===== src/rtl/edge_event_arbiter_if.sv =====
// ---------------------------------------------------------------------------
// edge_event_arbiter_if
//   Bundles the request-side and grant-side signals of edge_event_arbiter.
//
//   Signals:
//     req_in      [N]    raw request levels (already synchronous to clk)
//     ack                consumer accepts the grant currently presented
//     ovf_clr            synchronous clear of overflow flags and drop_count
//     grant_valid        a grant is being presented
//     grant_id    [IDW]  granted channel, meaningful while grant_valid=1
//     pending     [N]    latched, not yet serviced events
//     overflow    [N]    sticky per-channel overflow flags
//     drop_count  [CW]   saturating count of overflow events
//
//   Modports:
//     master : the arbiter (drives grants and status)
//     slave  : the environment (drives requests, ack and ovf_clr)
// ---------------------------------------------------------------------------
interface edge_event_arbiter_if #(
  parameter int N   = 4,
  parameter int IDW = 2,
  parameter int CW  = 8
);
  logic [N-1:0]   req_in;
  logic           ack;
  logic           ovf_clr;
  logic           grant_valid;
  logic [IDW-1:0] grant_id;
  logic [N-1:0]   pending;
  logic [N-1:0]   overflow;
  logic [CW-1:0]  drop_count;

  modport master (
    input  req_in, ack, ovf_clr,
    output grant_valid, grant_id, pending, overflow, drop_count
  );

  modport slave (
    output req_in, ack, ovf_clr,
    input  grant_valid, grant_id, pending, overflow, drop_count
  );
endinterface


===== src/rtl/edge_event_arbiter.sv =====
// ---------------------------------------------------------------------------
// edge_event_arbiter
//   Detects rising edges on N request lines, latches each as a pending event
//   and hands pending events one at a time, round-robin, to a single consumer
//   over a valid/ack handshake. A new edge on a channel whose event is still
//   pending is an overflow: it sets a sticky per-channel flag and bumps a
//   saturating drop counter.
//
//   Ports:
//     clk    rising-edge clock
//     reset  asynchronous, active-high reset of all state
//     bus    edge_event_arbiter_if.master
//              in : req_in, ack, ovf_clr
//              out: grant_valid, grant_id, pending, overflow, drop_count
//
//   Timing (idle arbiter): edge sampled at clock k -> pending after clock k,
//   grant_valid after clock k+1. After every accepted grant the FSM returns
//   to IDLE, so grant_valid is low for at least one cycle between grants.
// ---------------------------------------------------------------------------
module edge_event_arbiter #(
  parameter int N   = 4,
  parameter int IDW = 2,
  parameter int CW  = 8
) (
  input  logic                 clk,
  input  logic                 reset,
  edge_event_arbiter_if.master bus
);

  if (N < 2 || N > 8) begin : g_bad_n
    $error("edge_event_arbiter: N must be in 2..8");
  end
  if (IDW != $clog2(N)) begin : g_bad_idw
    $error("edge_event_arbiter: IDW must equal clog2(N)");
  end

  typedef enum logic {
    IDLE  = 1'b0,
    GRANT = 1'b1
  } state_t;

  state_t         state_q, state_d;
  logic [N-1:0]   req_q;
  logic [N-1:0]   pending_q, pending_d;
  logic [N-1:0]   overflow_q, overflow_d;
  logic [CW-1:0]  drop_q, drop_d;
  logic [IDW-1:0] rr_ptr_q, rr_ptr_d;
  logic [IDW-1:0] grant_id_q, grant_id_d;

  logic [N-1:0]   edge_det;
  logic [N-1:0]   clr;
  logic [N-1:0]   ovf_evt;
  logic [IDW:0]   pick;

  // Number of set bits; N <= 8 fits in 4 bits.
  function automatic logic [3:0] popcount(input logic [N-1:0] v);
    logic [3:0] cnt;
    cnt = '0;
    for (int i = 0; i < N; i++) begin
      cnt = cnt + 4'(v[i]);
    end
    return cnt;
  endfunction

  // a + b, clamped to the all-ones value of a CW-bit counter.
  function automatic logic [CW-1:0] sat_add(input logic [CW-1:0] a,
                                            input logic [3:0]    b);
    logic [CW+3:0] sum;
    logic [CW+3:0] lim;
    sum = (CW+4)'(a) + (CW+4)'(b);
    lim = (CW+4)'({CW{1'b1}});
    if (sum > lim) begin
      return {CW{1'b1}};
    end
    return sum[CW-1:0];
  endfunction

  // First set bit of pend scanning upward from ptr, wrapping mod N.
  // Returns {found, index}. The doubled vector shifted by ptr puts the
  // highest-priority channel at bit 0; scanning offsets downward lets the
  // lowest offset be the last (winning) assignment.
  function automatic logic [IDW:0] rr_pick(input logic [N-1:0]   pend,
                                           input logic [IDW-1:0] ptr);
    logic [2*N-1:0] rot;
    logic [IDW:0]   r;
    int             c;
    rot = {pend, pend} >> ptr;
    r   = '0;
    for (int k = N - 1; k >= 0; k--) begin
      if (rot[k]) begin
        c = int'(ptr) + k;
        if (c >= N) c = c - N;
        r = {1'b1, IDW'(c)};
      end
    end
    return r;
  endfunction

  // (id + 1) mod N, for N not necessarily a power of two.
  function automatic logic [IDW-1:0] next_ptr(input logic [IDW-1:0] id);
    logic [IDW:0] nxt;
    nxt = (IDW+1)'(id) + (IDW+1)'(1);
    if (nxt >= (IDW+1)'(N)) begin
      return '0;
    end
    return nxt[IDW-1:0];
  endfunction

  assign pick = rr_pick(pending_q, rr_ptr_q);

  // Grant FSM: IDLE picks from the registered pending vector, GRANT holds
  // the choice until ack, then clears that channel and advances the pointer.
  always_comb begin
    state_d    = state_q;
    rr_ptr_d   = rr_ptr_q;
    grant_id_d = grant_id_q;
    clr        = '0;
    unique case (state_q)
      IDLE: begin
        if (pick[IDW]) begin
          grant_id_d = pick[IDW-1:0];
          state_d    = GRANT;
        end
      end
      GRANT: begin
        if (bus.ack) begin
          clr[grant_id_q] = 1'b1;
          rr_ptr_d        = next_ptr(grant_id_q);
          state_d         = IDLE;
        end
      end
      default: state_d = IDLE;
    endcase
  end

  // Event bookkeeping. A set and a clear in the same cycle leave the bit
  // set, and that case is not an overflow: the old event was just serviced.
  always_comb begin
    edge_det   = bus.req_in & ~req_q;
    ovf_evt    = edge_det & pending_q & ~clr;
    pending_d  = (pending_q & ~clr) | edge_det;
    overflow_d = (bus.ovf_clr ? '0 : overflow_q) | ovf_evt;
    drop_d     = sat_add(bus.ovf_clr ? '0 : drop_q, popcount(ovf_evt));
  end

  always_ff @(posedge clk or posedge reset) begin
    if (reset) begin
      state_q    <= IDLE;
      req_q      <= '0;
      pending_q  <= '0;
      overflow_q <= '0;
      drop_q     <= '0;
      rr_ptr_q   <= '0;
      grant_id_q <= '0;
    end else begin
      state_q    <= state_d;
      req_q      <= bus.req_in;
      pending_q  <= pending_d;
      overflow_q <= overflow_d;
      drop_q     <= drop_d;
      rr_ptr_q   <= rr_ptr_d;
      grant_id_q <= grant_id_d;
    end
  end

  assign bus.grant_valid = (state_q == GRANT);
  assign bus.grant_id    = grant_id_q;
  assign bus.pending     = pending_q;
  assign bus.overflow    = overflow_q;
  assign bus.drop_count  = drop_q;

endmodule


===== src/flat_wrapper.sv =====
// flat-port wrapper written by rule: the top's interface ports become plain ports
module edge_event_arbiter_flat 
#(
  parameter int N   = 4,
  parameter int IDW = 2,
  parameter int CW  = 8
)
  (clk, reset, bus_req_in, bus_ack, bus_ovf_clr, bus_grant_valid, bus_grant_id, bus_pending, bus_overflow, bus_drop_count);
  edge_event_arbiter_if #(.N(N), .IDW(IDW), .CW(CW)) bus_i ();
  input  logic clk;
  input  logic reset;
  input wire logic [$bits(bus_i.req_in)-1:0] bus_req_in;
  input wire logic [$bits(bus_i.ack)-1:0] bus_ack;
  input wire logic [$bits(bus_i.ovf_clr)-1:0] bus_ovf_clr;
  output wire logic [$bits(bus_i.grant_valid)-1:0] bus_grant_valid;
  output wire logic [$bits(bus_i.grant_id)-1:0] bus_grant_id;
  output wire logic [$bits(bus_i.pending)-1:0] bus_pending;
  output wire logic [$bits(bus_i.overflow)-1:0] bus_overflow;
  output wire logic [$bits(bus_i.drop_count)-1:0] bus_drop_count;
  assign bus_i.req_in = bus_req_in;
  assign bus_i.ack = bus_ack;
  assign bus_i.ovf_clr = bus_ovf_clr;
  assign bus_grant_valid = bus_i.grant_valid;
  assign bus_grant_id = bus_i.grant_id;
  assign bus_pending = bus_i.pending;
  assign bus_overflow = bus_i.overflow;
  assign bus_drop_count = bus_i.drop_count;
  edge_event_arbiter #(.N(N), .IDW(IDW), .CW(CW)) u_core (.clk(clk), .reset(reset), .bus(bus_i));
endmodule

===== config.mk =====
export PLATFORM = sky130hd
export DESIGN_NAME = edge_event_arbiter_flat
export DESIGN_NICKNAME = d
export VERILOG_FILES = /design/src/rtl/edge_event_arbiter_if.sv /design/src/rtl/edge_event_arbiter.sv /design/src/flat_wrapper.sv
export SDC_FILE = /design/constraint.sdc
export NUM_CORES = 1
export LEC_CHECK = 0
export BUFFER_PORTS_ARGS = -buffer_cell sky130_fd_sc_hd__clkbuf_2
export CAP_MARGIN = 10
export CORE_AREA = 2 2 50 52
export CTS_CLUSTER_SIZE = 16
export DETAILED_ROUTE_END_ITERATION = 8
export DIE_AREA = 0 0 52 54
export GPL_ROUTABILITY_DRIVEN = 0
export PLACE_DENSITY = 0.82
export SLEW_MARGIN = 0
export SYNTH_ARGS = -nofsm -noshare
export SYNTH_HDL_FRONTEND = slang
export SYNTH_SLANG_ARGS = --single-unit

===== constraint.sdc =====
create_clock -name clk -period 9.55 [get_ports clk]
set_clock_uncertainty 0.05 [all_clocks]
set_input_delay 0.955 -clock clk [delete_from_list [all_inputs] [get_ports clk]]
set_output_delay 0.955 -clock clk [all_outputs]
set_load 0.005 [all_outputs]

# Yosys cells after proc, flatten, opt, wreduce, memory -nomap -nowiden
# Cells that the tools add are included.
[totals] wordCells=65 ff_bits=25
[op_classes] bitwise_logic=9 addsub=12 shifts=1 n_mux=25 order_cmp=8 n_reduce_logical=3
[op_table] operator="$mux W8" n=3
[op_table] operator="$and A4 B4 Y4" n=4
[op_table] operator="$ge A3 B3 Y1 const B" n=4
[op_table] operator="$gt A12 B8 Y1 const B" n=1
[op_table] operator="$mux W2" n=6
[op_table] operator="$mux W3" n=4
[op_table] operator="$mux W4" n=3
[op_table] operator="$add A8 B4 Y9" n=1
[op_table] operator="$add A4 B1 Y4" n=2
[op_table] operator="$not A4 Y4" n=2
[op_table] operator="$or A4 B4 Y4" n=2
[op_table] operator="$shr A8 B2 Y4" n=1
[op_table] operator="$sub A2 B1 Y2 const B" n=4
[op_table] operator="$mux W1" n=7
[op_table] operator="$add A2 B1 Y3 const B" n=2
[op_table] operator="$add A2 B2 Y3 const B" n=2
[op_table] operator="$reduce_and A2 Y1" n=2
[op_table] operator="$ge A2 B3 Y1 const B" n=1
[op_table] operator="$lt A2 B3 Y1 const B" n=1
[op_table] operator="$add A1 B1 Y2" n=1
[op_table] operator="$demux W1 S2" n=1
[op_table] operator="$ge A2 B1 Y1 const B" n=1
[op_table] operator="$pmux W1 S2" n=1
[op_table] operator="$logic_and A1 B1 Y1" n=1
[op_table] operator="$not A1 Y1" n=1

# Longest topological paths before layout
# Gate-level depths: netlist of run 1.
[logic_depth] depth_word=15 depth_mapped=14

# Least setup slack after synthesis of run 1
# OpenSTA, ideal clock, no wires.
[synth_timing] kind="input to register" from="input bus_ack" to="register u_core.drop_q[5] (netlist: u_core.bus.drop_count[5])" slack_ns=6.078 t_arrival_ns=3.311 n_path_buf=0 path_stages=12 cell_sequence="nand3_1 > nand2_1 > nor2_1 > ha_1 > fa_1 > ha_1 > inv_1 > fa_1 > and2b_1 > or2_4 > a311oi_1 > a2111oi_2"
[synth_via] elab_chain_len=11
[synth_lines] item="start, declared" line_no="flat_wrapper.sv:13" rtl="input wire logic [$bits(bus_i.ack)-1:0] bus_ack;"
[synth_lines] item="$mux W4 (*)" line_no="edge_event_arbiter.sv:126" rtl="if (bus.ack) begin"
[synth_lines] item="$mux W4 (*)" line_no="edge_event_arbiter.sv:118" rtl="unique case (state_q)"
[synth_lines] item="$not A4 Y4 (*)" line_no="edge_event_arbiter.sv:140" rtl="ovf_evt = edge_det & pending_q & ~clr;"
[synth_lines] item="$and A4 B4 Y4 (*)" line_no="edge_event_arbiter.sv:140"
[synth_lines] item="$add A1 B1 Y2" line_no="edge_event_arbiter.sv:60" rtl="cnt = cnt + 4'(v[i]);"
[synth_lines] item="$add A4 B1 Y4" line_no="edge_event_arbiter.sv:60"
[synth_lines] item="$add A4 B1 Y4 (*)" line_no="edge_event_arbiter.sv:60"
[synth_lines] item="$add A8 B4 Y9 (*)" line_no="edge_event_arbiter.sv:70" rtl="sum = (CW+4)'(a) + (CW+4)'(b);"
[synth_lines] item="$gt A12 B8 Y1" line_no="edge_event_arbiter.sv:72" rtl="if (sum > lim) begin"
[synth_lines] item="$mux W1" line_no="edge_event_arbiter.sv:72"
[synth_lines] item="$mux W8 (*)" line_no="edge_event_arbiter.sv:75" rtl="return sum[CW-1:0];"
[synth_lines] item="via u_core.drop_d[5]" line_no="edge_event_arbiter.sv:46" rtl="logic [CW-1:0] drop_q, drop_d;"
[synth_lines] item="end signal, assigned" line_no="edge_event_arbiter.sv:160" rtl="drop_q <= drop_d;"
[synth_lines] item="end, declared" line_no="edge_event_arbiter.sv:46"
# The timed path passes the listed nets; every way through them passes the cells marked *.
# A chain may end at the register's enable or synchronous reset.

# Worst setup path in the final report of run 1
# Ends and elaborated chain as after synthesis.

==> results of run 1 <==
[registers in the layout (all words and copies together) (netlist names)]
register                flops
u_core.req_q                4
u_core.bus.pending          4
u_core.bus.drop_count       8
u_core.bus.overflow         4
u_core.bus.grant_valid      1
u_core.bus.grant_id         2
u_core.rr_ptr_q             2
[cell type report]
| type | count | area, sq um | area share (%) |
|---|---|---|---|
| flip-flops and latches | 25 | 626 | 43.1 |
| clock inverters | 1 | 7.51 | 0.517 |
| clock buffers | 3 | 22.5 | 1.55 |
| inverters | 8 | 30.0 | 2.07 |
| repair buffers | 26 | 130 | 8.97 |
| multi-input cells | 85 | 598 | 41.2 |
| well taps | 30 | 37.5 | 2.59 |
[routing by layer]
| layer | track usage [%] | wire (um) | share of wire [%] |
|---|---|---|---|
| met5 | 0 | 0 | 0 |
| met4 | 7.46 | 38 | 1.6 |
| met3 | 3.89 | 87 | 3.7 |
| met2 | 30.2 | 1100 | 47 |
| met1 | 24.5 | 1100 | 47 |
[layout by cell type (no fill, tap or decap), drive strengths merged]
cell type / count
a2111oi: 1
a21o: 6
a21oi: 6
a311oi: 2
a41oi: 1
and2b: 1
and3: 1
clkbuf: 29
clkinvlp: 1
dfrtp: 25
fa: 2
ha: 9
inv: 8
mux2: 2
mux2i: 1
nand2: 16
nand2b: 7
nand3: 6
nor2: 7
nor2b: 5
nor3: 1
nor3b: 1
nor4bb: 1
o21a: 1
o21ai: 3
o31ai: 1
o32ai: 1
or2: 1
xnor2: 1
xor2: 1
[logic make-up after synthesis]
logic type      after synthesis
compound gates               22
simple gates                 47
fa+ha+maj                    11
mux                           3
buf+inv                       9
flops                        25
xor+xnor                      2
[cells in the mapped netlist (2+ instances only)]
library cell	instances
a21oi_1	5
dfrtp_1	25
nor2b_1	5
ha_1	9
nand3_1	6
mux2_2	2
o21ai_0	3
nand2b_1	7
a21o_1	6
nand2_1	16
inv_1	8
nor2_1	7
fa_1	2
a311oi_1	2
[report_power, final]
part / switching [W] / internal, W
clock network: 0.0000328 / 0.0000160
registers: 0.0000257 / 0.000132
logic: 0.0000562 / 0.0000543
total: 0.000115 / 0.000202
[through the flow]
step | power [W] | setup slack, ns
2_1_floorplan | 0.000224 | 6.08
3_3_place_gp | 0.000261 | 5.84
3_5_place_dp | 0.000271 | 5.68
4_1_cts | 0.000319 | 6.07
5_1_grt | 0.000341 | 5.86
6_report | 0.000317 | 6.09
[final timing paths]
| path | from | end | slack, ns |
|---|---|---|---|
| setup / recovery | bus_ack | u_core.bus.drop_count[5] | 6.09 |
| hold / removal | u_core.bus.overflow[3] | u_core.bus.overflow[3] | 0.46 |
| setup reg to reg | u_core.bus.grant_id[0] | u_core.bus.drop_count[5] | 6.10 |
| hold reg to reg | u_core.bus.overflow[3] | u_core.bus.overflow[3] | 0.46 |
| max in group asynchronous | reset | u_core.req_q[2] | 8.17 |
| min in group asynchronous | reset | u_core.bus.drop_count[6] | 0.73 |
==> qor.yml, run 1 <==
die:
  num_rows: 18
  num_io_pins: 27
  fp.dieH_um: 54
  start_util_pct: 54.2
  die_area_sq_um: 2810
  die_w_um: 52
  core_area_sq_um: 2320
sta:
  period_needed_ns: 3.46
  hold_viol_final: 0
  maxSlewViolCount: 0
  setup_viol: 0
  max_clock_freq_mhz: 289
  rsz0062_at_grt: "false"
  max_slew_margin_pct: 39.9
  hold-worst-slack_ns: 0.455
  worst_pin_slew_ns: 0.900
  finalCritPeriodShare_pct: 36.3
  tns_ns: 0
clock_network:
  cts-hold-fix-buffers: 0
  clock_sinks: 25
  cts_tree: "built"
  clk_pin_slew_ns: 0.14
  post_cts_resized: 0
  cts_setup_buffers: 0
  clk_latency_ns: 0.32
  cts_buffer_depth: 2
  cts_max_level: 1
  cts-root-buf: "clkbuf_4"
  cts_made_buffers: 3
placed_design:
  postPlaceCellArea_sq_um: 1420
  dp.cells: 174
  dp_hpwl_um: 1870
  io_buffers: 26
setup_path:
  cp-end-kind: "register"
  crit_required_ns: 9.73
  cp_top_family: "adder cells"
  max_stage_delay_ns: 0.42
  critPathSlowestCell: "fa_1"
  worstSetupStartpointType: "input pin"
  crit_chain: "clkbuf_2 -> nand3_1 -> nand2_1 -> nor2_1 -> ha_1 -> fa_1 -> ha_1 -> inv_1 -> fa_1 -> and2b_1 -> or2_4 -> a311oi_1 -> a2111oi_2"
  path_depth: 13
  path_class: "in2reg"
  path_max_fanout: 5
  reg2reg_depth: 14
  arrival_ns: 3.64
  worst-path-buf-inv: 2
route:
  via_per_inst: 5.31
  ant_nets: 0
  dr.pass1.iters: 5
  drc: 0
  vias: 945
  wire_per_inst_um: 13.1
  drt-initial-drc-count: 18
  routed_wl_um: 2330
synthesis:
  yosys.area_share.adder_pct: 12.1
  synth_top_family_by_area: "simple AND/OR/NAND/NOR gates"
  yosys.area_share.simple_pct: 18.8
  synth_mux_area_share_pct: 2.59
  synth.distinct_cells: 30
  synth_seq_cells: 25
  ys_async_sr_fraction_pct: 100
  ys_seq_area_share_pct: 49.8
  synth.avg_cell_area_sq_um: 10.6
  yosysWarnings: 0
  synth-xor-area-share_pct: 1.39
  synth_area_sq_um: 1260
  yosys.area.top_type: "dfrtp_1"
  synth-edff-count: 0
  synth_cells: 119
  synthFlopType: "dfrtp_1"
  synthTopCellsByArea: "dfrtp_1, ha_1, nand2_1, a21o_1, nand2b_1"
  syn-num-nets: 138
  synth_top_area_share_pct: 49.8
  synth-compound-area-share_pct: 12.6
global_route:
  grt_max_degree: 26
  antenna_found_initial: 0
  grt_pass1_wl_um: 3800
  grt_overflow: 0
  grt_pass1_vias: 881
  grt.total_usage_pct: 18.6
final_layout:
  final_nets: 168
  finalNonFillerCells: 178
  antenna_cells: 0
  stdcell_area_sq_um: 1450
  drive_above_1_share_pct: 23.6
  fillCellCount: 204
  area_growth_syn_to_layout_pct: 15.4
  utilization_pct: 62.6
status:
  status: "finished clean"
pwr:
  powerDensity_nw_per_um2: 218
  p_leak_nw: 0.756
  vdd_drop_max_v: 0.000136
hold_path:
  holdPathStages: 1
  min_path_type: "reg2reg"
job:
  cap_violations: 0
Note: power is estimated with default switching activity, not from simulation.
==> inputs of run 2 (changes only) <==
--- a/config.mk
+++ b/config.mk
@@ -7,12 +7,12 @@
 export LEC_CHECK = 0
 export BUFFER_PORTS_ARGS = -buffer_cell sky130_fd_sc_hd__clkbuf_2
 export CAP_MARGIN = 10
-export CORE_AREA = 2 2 50 52
+export CORE_AREA = 2 2 52 54
 export CTS_CLUSTER_SIZE = 16
 export DETAILED_ROUTE_END_ITERATION = 8
-export DIE_AREA = 0 0 52 54
+export DIE_AREA = 0 0 54 56
 export GPL_ROUTABILITY_DRIVEN = 0
-export PLACE_DENSITY = 0.82
+export PLACE_DENSITY = 0.77
 export SLEW_MARGIN = 0
 export SYNTH_ARGS = -nofsm -noshare
 export SYNTH_HDL_FRONTEND = slang
==> constraint.sdc (replaced) <==
create_clock -name clk -period 3.5 [get_ports clk]
set_clock_uncertainty 0.05 [all_clocks]
set_input_delay 0.35 -clock clk [delete_from_list [all_inputs] [get_ports clk]]
set_output_delay 0.35 -clock clk [all_outputs]
set_load 0.005 [all_outputs]
==> qor.yml, run 2 (synthesis results as in run 1) <==
sta:
  setup_viol: 0
  tns_ns: 0
  worst_pin_slew_ns: 0.938
  period_needed_ns: 3.29
  finalCritPeriodShare_pct: 94.1
  max_slew_margin_pct: 37.4
  max_clock_freq_mhz: 304
  maxSlewViolCount: 0
  rsz0062_at_grt: "false"
  hold_viol_final: 0
route:
  vias: 990
  drt-initial-drc-count: 19
  ant_nets: 0
  dr.pass1.iters: 4
  via_per_inst: 5.47
  wire_per_inst_um: 14.5
  drc: 0
  routed_wl_um: 2620
die:
  core_area_sq_um: 2430
  num_io_pins: 27
  die_w_um: 54
  start_util_pct: 51.7
  num_rows: 18
  die_area_sq_um: 3020
  fp.dieH_um: 56
setup_path:
  crit_required_ns: 3.67
  worstSetupStartpointType: "register"
  arrival_ns: 3.46
  cp-end-kind: "register"
  path_class: "reg2reg"
  reg2reg_depth: 14
  path_max_fanout: 5
clock_network:
  clk_latency_ns: 0.32
  clk_pin_slew_ns: 0.13
  cts-hold-fix-buffers: 0
  cts_max_level: 1
  cts_made_buffers: 3
  cts_buffer_depth: 2
  cts_tree: "built"
  clock_sinks: 25
  cts-root-buf: "clkbuf_4"
hold_path:
  min_path_type: "in2reg"
  holdPathStages: 1
pwr:
  powerDensity_nw_per_um2: 601
  vdd_drop_max_v: 0.000374
  p_leak_nw: 0.770
global_route:
  grt_pass1_wl_um: 4210
  grt.total_usage_pct: 18.9
  grt_max_degree: 26
  grt_overflow: 0
  antenna_found_initial: 0
  grt_pass1_vias: 957
status:
  status: "finished clean"
final_layout:
  final_nets: 171
  stdcell_area_sq_um: 1480
  fillCellCount: 205
  final_cell_mix: "clkbuf_2, dfrtp_1, nand2_1"
  antenna_cells: 0
  final_common_cell: "clkbuf_2"
  largest_register_ff_count: 8
  area_growth_syn_to_layout_pct: 17.6
  finalNonFillerCells: 181
  drive_above_1_share_pct: 27.2
job:
  cap_violations: 0
placed_design:
  dp.cells: 174
  postPlaceCellArea_sq_um: 1420
  dp_hpwl_um: 1970
  io_buffers: 26
## run 2: worst max-delay path: stages, from the launching register on
cell,delay [ns]
dfrtp_1,0.42
inv_1,0.10
ha_1,0.14
nand3_1,0.09
nand2_2,0.12
nor2_2,0.05
ha_1,0.30
fa_1,0.37
ha_1,0.31
inv_1,0.06
fa_1,0.42
and2b_1,0.24
or2_4,0.15
nor4bb_1,0.29
nor3_1,0.08
## run 2: cell type report
class                   instances  area [sq um]  share of cell area (%)
multi-input cells              85           606                    40.9
inverters                       8          30.0                    2.03
well taps                      30          37.5                    2.54
flip-flops and latches         25           627                    42.4
repair buffers                 29           153                    10.3
clock buffers                   4          26.3                    1.78
## run 2: per-stage QoR
stage / hold slack, ns / setup slack, ns / utilization (%) / power (W)
floorplan: 0.327 / 0.321 / - / 0.000611
global route: 0.0678 / 0.0179 / 60.8 / 0.000953
global placement: 0.419 / 0.195 / 58.4 / 0.000715
detailed placement: 0.424 / 0.0766 / 58.4 / 0.000735
finish: 0.0886 / 0.206 / 60.8 / 0.000889
CTS: 0.0850 / 0.0601 / 59.5 / 0.000866
## run 2: final timing paths
kind	startpoint	end	slack, ns
setup / recovery	u_core.bus.grant_id[1]	u_core.bus.drop_count[6]	0.21
hold / removal	bus_req_in[3]	u_core.req_q[3]	0.09
setup reg to reg	u_core.bus.grant_id[1]	u_core.bus.drop_count[6]	0.21
hold reg to reg	u_core.bus.overflow[0]	u_core.bus.overflow[0]	0.45
max in group asynchronous	reset	u_core.bus.grant_id[0]	2.63
min in group asynchronous	reset	u_core.req_q[2]	0.14
## run 2: layer usage
| layer | GRT usage [%] | vias up | share of wire, % |
|---|---|---|---|
| li1 | - | 473 | - |
| met1 | 24.6 | 478 | 46 |
| met2 | 30.8 | 31 | 48 |
| met3 | 4.03 | 8 | 4.5 |
| met4 | 5.71 | 0 | 1.5 |
| met5 | 0 | - | 0 |
## run 2: power breakdown
group          switching, W  internal [W]  leakage (nW)
sequential        0.0000718      0.000361         0.303
combinational      0.000163      0.000162         0.452
clock             0.0000872     0.0000447        0.0150
## run 2: timing repair
item | in CTS | in global routing
setup buffers | 0 | 3
gates resized for setup | 0 | 4
endpoints found under the setup margin | 0 | 3
